--- config.mk ---
export PLATFORM = sky130hd
export DESIGN_NAME = dm_cache_fsm_flat
export DESIGN_NICKNAME = d
export VERILOG_FILES = /design/src/rtl/dm_cache_fsm_pkg.sv /design/src/rtl/dm_cache_fsm_if.sv /design/src/rtl/dm_cache_fsm.sv /design/src/flat_wrapper.sv
export SDC_FILE = /design/constraint.sdc
export NUM_CORES = 1
export LEC_CHECK = 0
export CORE_MARGIN = 3
export CORE_UTILIZATION = 31
export CTS_CLUSTER_DIAMETER = 80
export DETAILED_ROUTE_END_ITERATION = 16
export PLACE_DENSITY = 0.81
export SETUP_SLACK_MARGIN = 0.15
export SLEW_MARGIN = 25
export SYNTH_ARGS = -nofsm -noshare
export SYNTH_HDL_FRONTEND = slang
export SYNTH_SLANG_ARGS = --single-unit
--- constraint.sdc ---
create_clock -name clk -period 1.7 [get_ports clk]
set_input_delay 0.34 -clock clk [delete_from_list [all_inputs] [get_ports clk]]
set_output_delay 0.34 -clock clk [all_outputs]
set_load 0.01 [all_outputs]
--- src/rtl/dm_cache_fsm_pkg.sv ---
// Shared types and address-field helpers for the direct-mapped instruction cache.
// Covers the controller, tag memory and data memory.
package icache_def;

   localparam int ADDR_W   = 16;
   localparam int INDEX_W  = 3;
   localparam int OFFSET_W = 2;
   localparam int WORD_W   = 16;
   localparam int TAG_W    = ADDR_W - INDEX_W - OFFSET_W;
   localparam int LINE_W   = WORD_W << OFFSET_W;

   typedef struct packed {
      logic             valid;
      logic [TAG_W-1:0] tag;
   } cache_tag_type;

   typedef struct packed {
      logic [INDEX_W-1:0] index;
      logic               we;
   } cache_req_type;

   typedef logic [LINE_W-1:0] cache_data_type;

   typedef enum logic [1:0] {FLUSH, IDLE, COMPARE, ALLOCATE} cache_state_type;

   typedef struct packed {
      logic [TAG_W-1:0]    tag;
      logic [INDEX_W-1:0]  index;
      logic [OFFSET_W-1:0] offset;
   } cache_addr_type;

   function automatic cache_addr_type addr_fields(input logic [ADDR_W-1:0] addr);
      return cache_addr_type'(addr);
   endfunction

endpackage

--- src/rtl/dm_cache_fsm_if.sv ---
// CPU fetch and memory fill buses of the instruction cache controller.
// master: CPU/memory side, slave: cache controller side.
interface dm_cache_fsm_if;
   import icache_def::*;

   logic                cpu_req_valid;
   logic [ADDR_W-1:0]   cpu_req_addr;
   logic                cpu_res_ready;
   logic [WORD_W-1:0]   cpu_res_data;
   logic                mem_req_valid;
   logic [ADDR_W-1:0]   mem_req_addr;
   logic                mem_res_ready;
   cache_data_type      mem_res_data;

   modport master (
      output cpu_req_valid, cpu_req_addr, mem_res_ready, mem_res_data,
      input  cpu_res_ready, cpu_res_data, mem_req_valid, mem_req_addr
   );

   modport slave (
      input  cpu_req_valid, cpu_req_addr, mem_res_ready, mem_res_data,
      output cpu_res_ready, cpu_res_data, mem_req_valid, mem_req_addr
   );

endinterface

--- src/rtl/dm_cache_fsm.sv ---
// Controller for the 8-line direct-mapped instruction cache: invalidate sweep,
// tag compare with word return, and whole-line fill from memory on a miss.
module dm_cache_fsm
   import icache_def::*;
(
   input  logic           clk,
   input  logic           rst,
   dm_cache_fsm_if.slave  bus,
   input  logic           inv_req,
   output logic           busy,
   output cache_req_type  tag_req,
   output cache_tag_type  tag_write,
   input  cache_tag_type  tag_read,
   output cache_req_type  data_req,
   output cache_data_type data_write,
   input  cache_data_type data_read
);

   cache_state_type     state_q, state_d;
   logic [INDEX_W-1:0]  cnt_q, cnt_d;
   logic [ADDR_W-1:0]   addr_q, addr_d;
   logic                res_ready_q, res_ready_d;
   logic [WORD_W-1:0]   res_data_q, res_data_d;
   logic                mreq_valid_q, mreq_valid_d;
   logic [ADDR_W-1:0]   mreq_addr_q, mreq_addr_d;

   cache_addr_type      f;
   logic                hit;

   assign f   = addr_fields(addr_q);
   assign hit = tag_read.valid && (tag_read.tag == f.tag);

   always_ff @(posedge clk) begin
      if (rst) begin
         state_q      <= FLUSH;
         cnt_q        <= '0;
         addr_q       <= '0;
         res_ready_q  <= 1'b0;
         res_data_q   <= '0;
         mreq_valid_q <= 1'b0;
         mreq_addr_q  <= '0;
      end else begin
         state_q      <= state_d;
         cnt_q        <= cnt_d;
         addr_q       <= addr_d;
         res_ready_q  <= res_ready_d;
         res_data_q   <= res_data_d;
         mreq_valid_q <= mreq_valid_d;
         mreq_addr_q  <= mreq_addr_d;
      end
   end

   always_comb begin
      state_d      = state_q;
      cnt_d        = cnt_q;
      addr_d       = addr_q;
      res_ready_d  = 1'b0;
      res_data_d   = res_data_q;
      mreq_valid_d = mreq_valid_q;
      mreq_addr_d  = mreq_addr_q;
      unique case (state_q)
         FLUSH: begin
            cnt_d = cnt_q + INDEX_W'(1);
            if (cnt_q == '1) state_d = IDLE;
         end
         IDLE: begin
            if (inv_req) begin
               cnt_d   = '0;
               state_d = FLUSH;
            // The CPU still holds valid in the cycle it sees the response; don't re-accept it.
            end else if (bus.cpu_req_valid && !res_ready_q) begin
               addr_d  = bus.cpu_req_addr;
               state_d = COMPARE;
            end
         end
         COMPARE: begin
            if (hit) begin
               res_ready_d = 1'b1;
               res_data_d  = data_read[int'(f.offset) * WORD_W +: WORD_W];
               state_d     = IDLE;
            end else begin
               mreq_valid_d = 1'b1;
               mreq_addr_d  = {f.tag, f.index, {OFFSET_W{1'b0}}};
               state_d      = ALLOCATE;
            end
         end
         ALLOCATE: begin
            if (bus.mem_res_ready) begin
               mreq_valid_d = 1'b0;
               state_d      = COMPARE;
            end
         end
         default: state_d = FLUSH;
      endcase
   end

   always_comb begin
      busy       = (state_q != IDLE);
      tag_req    = '{index: f.index, we: 1'b0};
      data_req   = '{index: f.index, we: 1'b0};
      tag_write  = '0;
      data_write = bus.mem_res_data;
      unique case (state_q)
         FLUSH: begin
            tag_req.index = cnt_q;
            tag_req.we    = 1'b1;
         end
         ALLOCATE: begin
            // A response arriving in the reset cycle must not land in the arrays.
            if (bus.mem_res_ready && !rst) begin
               tag_req.we   = 1'b1;
               tag_write    = '{valid: 1'b1, tag: f.tag};
               data_req.we  = 1'b1;
            end
         end
         default: ;
      endcase
   end

   assign bus.cpu_res_ready = res_ready_q;
   assign bus.cpu_res_data  = res_data_q;
   assign bus.mem_req_valid = mreq_valid_q;
   assign bus.mem_req_addr  = mreq_addr_q;

endmodule
--- src/flat_wrapper.sv ---
// flat-port wrapper written by rule: the top's interface ports become plain ports
module dm_cache_fsm_flat import icache_def::*;
  (clk, rst, inv_req, busy, tag_req, tag_write, tag_read, data_req, data_write, data_read, bus_cpu_req_valid, bus_cpu_req_addr, bus_mem_res_ready, bus_mem_res_data, bus_cpu_res_ready, bus_cpu_res_data, bus_mem_req_valid, bus_mem_req_addr);
  dm_cache_fsm_if bus_i ();
  input  logic clk;
  input  logic rst;
  input  logic inv_req;
  output logic busy;
  output cache_req_type tag_req;
  output cache_tag_type tag_write;
  input  cache_tag_type tag_read;
  output cache_req_type data_req;
  output cache_data_type data_write;
  input  cache_data_type data_read;
  input wire logic [$bits(bus_i.cpu_req_valid)-1:0] bus_cpu_req_valid;
  input wire logic [$bits(bus_i.cpu_req_addr)-1:0] bus_cpu_req_addr;
  input wire logic [$bits(bus_i.mem_res_ready)-1:0] bus_mem_res_ready;
  input wire logic [$bits(bus_i.mem_res_data)-1:0] bus_mem_res_data;
  output wire logic [$bits(bus_i.cpu_res_ready)-1:0] bus_cpu_res_ready;
  output wire logic [$bits(bus_i.cpu_res_data)-1:0] bus_cpu_res_data;
  output wire logic [$bits(bus_i.mem_req_valid)-1:0] bus_mem_req_valid;
  output wire logic [$bits(bus_i.mem_req_addr)-1:0] bus_mem_req_addr;
  assign bus_i.cpu_req_valid = bus_cpu_req_valid;
  assign bus_i.cpu_req_addr = bus_cpu_req_addr;
  assign bus_i.mem_res_ready = bus_mem_res_ready;
  assign bus_i.mem_res_data = bus_mem_res_data;
  assign bus_cpu_res_ready = bus_i.cpu_res_ready;
  assign bus_cpu_res_data = bus_i.cpu_res_data;
  assign bus_mem_req_valid = bus_i.mem_req_valid;
  assign bus_mem_req_addr = bus_i.mem_req_addr;
  dm_cache_fsm u_core (.clk(clk), .rst(rst), .bus(bus_i), .inv_req(inv_req), .busy(busy), .tag_req(tag_req), .tag_write(tag_write), .tag_read(tag_read), .data_req(data_req), .data_write(data_write), .data_read(data_read));
endmodule
======== After elaboration in Yosys (flattened, before gate mapping) ========
Index checks and enable logic that the tools add are counted.
storage, ports and cells
  flip-flop bits (word level) ............. 53
  bits in latches ......................... 0
  memory bits (writable) .................. 0
  memory bits (read-only) ................. 0
  input bits .............................. 161
  output and inout bits ................... 119
  word-level logic and storage cells ...... 56
  memories kept ........................... 0
cells by class
  $add $sub $neg .......................... 1
  multiply operators ...................... 0
  divide/modulo/power cells ............... 0
  magnitude comparators ................... 0
  equality and inequality tests ........... 11
  shift-type cells ........................ 1
  multiplexer cells ....................... 18
  bitwise operators ....................... 3
  reduce and logical (&&, ||, !) cells .... 15
operators by type and width
  kind                                                                    number
  64-bit by 7-bit indexed part select with 16-bit output                  1
  12-bit two-way mux                                                      2
  11-bit equality test                                                    1
  2-bit two-way mux                                                       5
  3-bit AND reduction                                                     3
  2-bit one-hot mux with 4 select lines                                   1
  3-bit two-way mux                                                       2
  2-bit != test (second input constant)                                   3
  3-bit one-hot mux with 2 select lines                                   1
  2-bit AND reduction                                                     3
  1-bit two-way mux                                                       5
  2-bit equality test (second input constant)                             2
  2-bit by 1-bit != test with 1-bit output (second input constant)        2
  1-bit one-hot mux with 2 select lines                                   2
  2-bit nonzero test                                                      2
  3-bit by 1-bit adder with 3-bit output (second input constant)          1
  3-bit equality test (second input constant)                             1
  1-bit logical AND                                                       3
  3-bit by 2-bit != test with 1-bit output (second input constant)        1
  1-bit NOT                                                               3
  2-bit by 1-bit equality test with 1-bit output (second input constant)  1
  1-bit zero test                                                         2
  2-bit zero test                                                         1
  2-bit OR reduction                                                      1

======== Logic depth before layout (Yosys ltp) ========
Gate-level depths: netlist of the first run.
  depth in word-level cells ............... 5
  gate-level depth with buffers ........... 8
  gate-level depth less buffers ........... 7

======== Least setup slack after synthesis of the first run ========
OpenSTA, ideal clock, no wires.
  kind .................................... reg-to-reg
  from .................................... register u_core.state_q[0]
  to ...................................... register u_core.res_data_q[6], in the netlist u_core.bus.cpu_res_data[6]
  arrival ................................. 1.590 ns
  data required time ...................... 1.568 ns
  path slack .............................. -0.022 ns
  stages on the path, launching flop included .. 9
  buffers on the path ..................... 2
  cell sequence ........................... dfxtp_1 inv_1 ha_1 clkinv_1 or3_1 buf_6 buf_8 o21ai_1 a21oi_1
between the ends
  word-level cells in the longest chain between the ends .. 2
ends and longest elaborated chain
  what                                  line                source
  from (decl)                           dm_cache_fsm.sv:19  cache_state_type state_q, state_d;
  from (signal assigned)                dm_cache_fsm.sv:43  state_q <= state_d;
  2-bit equality test                   dm_cache_fsm.sv:61  unique case (state_q)
  2-bit AND reduction (no source line)  n/a
  to (signal assigned)                  dm_cache_fsm.sv:47  res_data_q <= res_data_d;
  to (decl)                             dm_cache_fsm.sv:23  logic [WORD_W-1:0] res_data_q, res_data_d;
Every way passes these cells.
A chain may end at the register's enable or synchronous reset.

======== Worst setup path in the final report of the first run ========
  from .................................... register u_core.addr_q[10]
  to ...................................... register u_core.state_q[1]
between the ends
  word-level cells in the longest chain between the ends .. 4
ends and longest elaborated chain
  what                                   line                source
  from (decl)                            dm_cache_fsm.sv:21  logic [ADDR_W-1:0] addr_q, addr_d;
  from (signal assigned)                 dm_cache_fsm.sv:45  addr_q <= addr_d;
  11-bit equality test                   dm_cache_fsm.sv:31  assign hit = tag_read.valid && (tag_read.tag == f.tag);
  1-bit logical AND                      dm_cache_fsm.sv:31
  2-bit two-way mux                      dm_cache_fsm.sv:77  if (hit) begin
  2-bit one-hot mux with 4 select lines  dm_cache_fsm.sv:61
Every way passes these cells.

==> impl_metrics.yaml, run 1 <==
outcome:
  outcome: "complete, but fails checks"
  violations: "setup timing"
timing:
  slew_violations: 0
  finalHoldViolCount: 0
  fin_crit_ps: 1920
  skew_ps: 3.32
  finalSetupViolations: 45
  rsz0062_at_grt: "yes"
  finalWorstSetupSlack_ps: -222
  fin_crit_sh_pct: 113
  fmax_mhz: 520
  holdWs_ps: 455
clocking:
  clk_path_buf_depth: 2
  clock_latency_ps: 290
  cts.sinks: 53
  clkTransAtPathRegs_ps: 70
  cts-hold-fix-buffers: 0
  cts_tree: "built"
  h-tree-depth: 2
  clockRootBuffer: "clkbuf_16"
  cts_made_buffers: 5
global_route:
  grt_pass1_vias: 3746
  grt_overflow: 0
  track_usage_pct: 18.8
  grt_pass1_wl_mm: 19.4
  antenna_found_initial: 0
  grt_max_degree: 40
critical_path:
  r2r_end: "u_core.state_q[1]"
  worstSetupEndpointType: "flop"
  required_ps: 1850
  crit_path_start_kind: "flop"
  arrival_ps: 2070
  slowest_stage: "a2111o_1"
  critPathMaxFanout: 8
  worstSetupPathType: "reg2reg"
  crit_chain: "and2b_1 -> a2111o_1 -> buf_6 -> or2_4 -> buf_12 -> o21ai_4 -> a41oi_2"
  reg2reg_depth: 7
  r2r-start: "u_core.addr_q[10]"
  ff2ff_setup_slack_ps: -220
  slowest_delay_ps: 390
pwr:
  ir_drop_mv: 0.613
  comb_power_share_pct: 32.5
  p_seq_share_pct: 34.7
  p_total_w: 0.00396
  powerDensity_nw_per_um2: 688
  clkPwrFrac_pct: 32.8
  power.internal_w: 0.00289
  p_switching_w: 0.00107
  leakage_nw: 2.57
  p_sw_share_pct: 27.0
floorplan:
  die_w_microns: 114
  io_pins: 280
  start_util_pct: 32.4
  fp.dieArea_sq_um: 12900
  die_y_microns: 114
  rows: 38
  coreArea_sq_um: 11100
cells_and_area:
  final_net_count: 708
  drive_above_1_share_pct: 33.9
  multi_input_area_sq_um: 2100
  layout_commonest_cell: "clkdlybuf4s50_1"
  nFillCells: 983
  syn_to_final_growth_pct: 60.5
  layout_common_cells: "clkdlybuf4s50_1 (84), nand2_1 (46), dfxtp_1 (44)"
  diodes: 0
  seqCellArea_sq_um: 1080
synthesis:
  synth-seq-area-share_pct: 29.6
  yosys_warnings: 0
  syn_inst: 426
  ys.flop_type: "dfxtp_1"
  ys_ff_latch: 53
  avgSynthCellArea_sq_um: 8.41
  ys_types: 50
  async_flop_share_pct: 0
  synth_edf_count: 0
  netlist_area_sq_um: 3580
place:
  dp_hpwl_mm: 9.29
  io_buffers: 149
  place.gp.congestion: 0.879
drt:
  firstDrtPassIters: 6
  vias_per_cell: 5.48
  wl_per_cell_microns: 19.5
  ant_nets: 0
  vias: 3735
  drt_iter0_markers: 318
  drt-total-wl_mm: 13.3
  drc: 0
min_path:
  hold_path_depth: 2
  hold_class: "reg2reg"
  min_to: "u_core.bus.cpu_res_data[11]"
  hp-start: "u_core.bus.cpu_res_data[11]"
job:
  max_cap_violations: 0
power groups by stage:
| stage | logic, W | clock network [W] | registers, W |
|---|---|---|---|
| 3_3_place_gp | 0.00103 | 0 | 0.00137 |
| 3_5_place_dp | 0.00106 | 0 | 0.00138 |
| 6_report | 0.00129 | 0.00130 | 0.00138 |
| 2_1_floorplan | 0.000654 | 0 | 0.00137 |
| 4_1_cts | 0.00116 | 0.00132 | 0.00136 |
| 5_1_grt | 0.00137 | 0.00138 | 0.00138 |
area by class of cell:
type	instances	share of cell area, %
repair buffers	212	37.6
inverters	11	0.826
clock buffers	5	2.17
multi-input cells	258	36.5
well taps	140	3.04
flip-flops and latches	53	18.7
clock inverters	3	1.13
flip-flops by register name (all words and copies together), names as in the netlist:
signal	count
u_core.state_q	2
u_core.cnt_q	3
u_core.bus.mem_req_addr	14
u_core.addr_q	16
u_core.bus.cpu_res_data	16
u_core.bus.cpu_res_ready	1
u_core.bus.mem_req_valid	1
per-layer routing:
layer | up-vias | track usage (%) | routed length (microns)
met5 | - | 0 | 0
met4 | 0 | 10.8 | 610
met3 | 57 | 3.71 | 976
met2 | 205 | 31.3 | 6740
met1 | 1780 | 22.6 | 4940
li1 | 1693 | - | -
what timing repair did:
action / in CTS / in global routing
hold endpoints to repair: 0 / 0
endpoints found under the setup margin: 89 / 84
gates cloned: 6 / 1
pin swaps: 24 / 22
resized for setup: 192 / 59
buffers inserted: 9 / 3
cells by family after synthesis:
kind of cell	count (synthesis)	synth area share [%]
compound gates	79	14.0
xor+xnor	5	1.22
fa+ha+maj	6	2.09
buf+inv	116	20.5
flops	53	29.6
mux	20	11.3
other cells	1	0.105
simple gates	146	21.2
worst max-delay path, delay by kind of cell (launching register included):
kind | cells | cell delay [ps]
AOI/OAI and AO/OA | 3 | 670
and+or+nand+nor | 2 | 470
buffers and inverters | 2 | 300
DFF | 1 | 350
per-stage QoR:
stage / setup slack, ps / util, % / instance area [sq um] / setup TNS [ps] / std cells
5_1_grt: -236 / 51.9 / 5750 / -7620 / 682
3_3_place_gp: -561 / 44.8 / 4960 / -23290 / 655
6_report: -222 / 51.9 / 5750 / -5850 / 682
2_1_floorplan: -19.9 / - / 3610 / -138 / 427
4_1_cts: -153 / 49.5 / 5490 / -3750 / 678
3_5_place_dp: -605 / 44.8 / 4960 / -24760 / 655
cells in the mapped netlist, types with 2 or more instances:
| library cell | n | share of area, % |
|---|---|---|
| buf_4 | 70 | 15 |
| dfxtp_1 | 53 | 30 |
| nand2_1 | 48 | 5.0 |
| a21oi_1 | 34 | 4.7 |
| nand4_1 | 31 | 5.4 |
| clkbuf_1 | 21 | 2.2 |
| mux4_2 | 16 | 10 |
| nand3_1 | 16 | 2.2 |
| a32oi_1 | 15 | 3.7 |
| and3_1 | 13 | 2.3 |
| o21ai_0 | 11 | 1.5 |
| and2_1 | 9 | 1.6 |
| inv_1 | 9 | 0.94 |
| buf_2 | 8 | 1.1 |
| nor2_1 | 8 | 0.84 |
| ha_1 | 6 | 2.1 |
| o21ai_1 | 6 | 0.84 |
| nand2b_1 | 4 | 0.70 |
| nor2b_1 | 4 | 0.70 |
| xnor2_1 | 4 | 0.98 |
| mux2_2 | 3 | 0.94 |
| o21ai_2 | 3 | 0.73 |
| a22oi_1 | 2 | 0.42 |
| and2b_1 | 2 | 0.42 |
| buf_1 | 2 | 0.21 |
| buf_6 | 2 | 0.63 |
| nor3_1 | 2 | 0.28 |
| or2_2 | 2 | 0.35 |
worst max path at each step:
stage / startpoint / to / slack (ps)
after global routing: u_core.state_q[1] / u_core.bus.cpu_res_data[15] / -240
after CTS: u_core.addr_q[10] / u_core.bus.cpu_res_data[4] / -150
after floorplan: tag_read[6] / u_core.bus.cpu_res_data[12] / -20
final: u_core.addr_q[10] / u_core.state_q[1] / -220
after detailed placement: tag_read[6] / u_core.bus.cpu_res_data[14] / -600
after global placement: tag_read[6] / u_core.bus.cpu_res_data[3] / -560
Note: power is estimated with default switching activity, not from simulation.
==> run 2, diff against run 1 <==
Settings changed: GPL_ROUTABILITY_DRIVEN from default to 0, SLEW_MARGIN 25 to default.
==> results of run 2 <==
The final DEF is identical to that of run 1; final timing and power are the same.
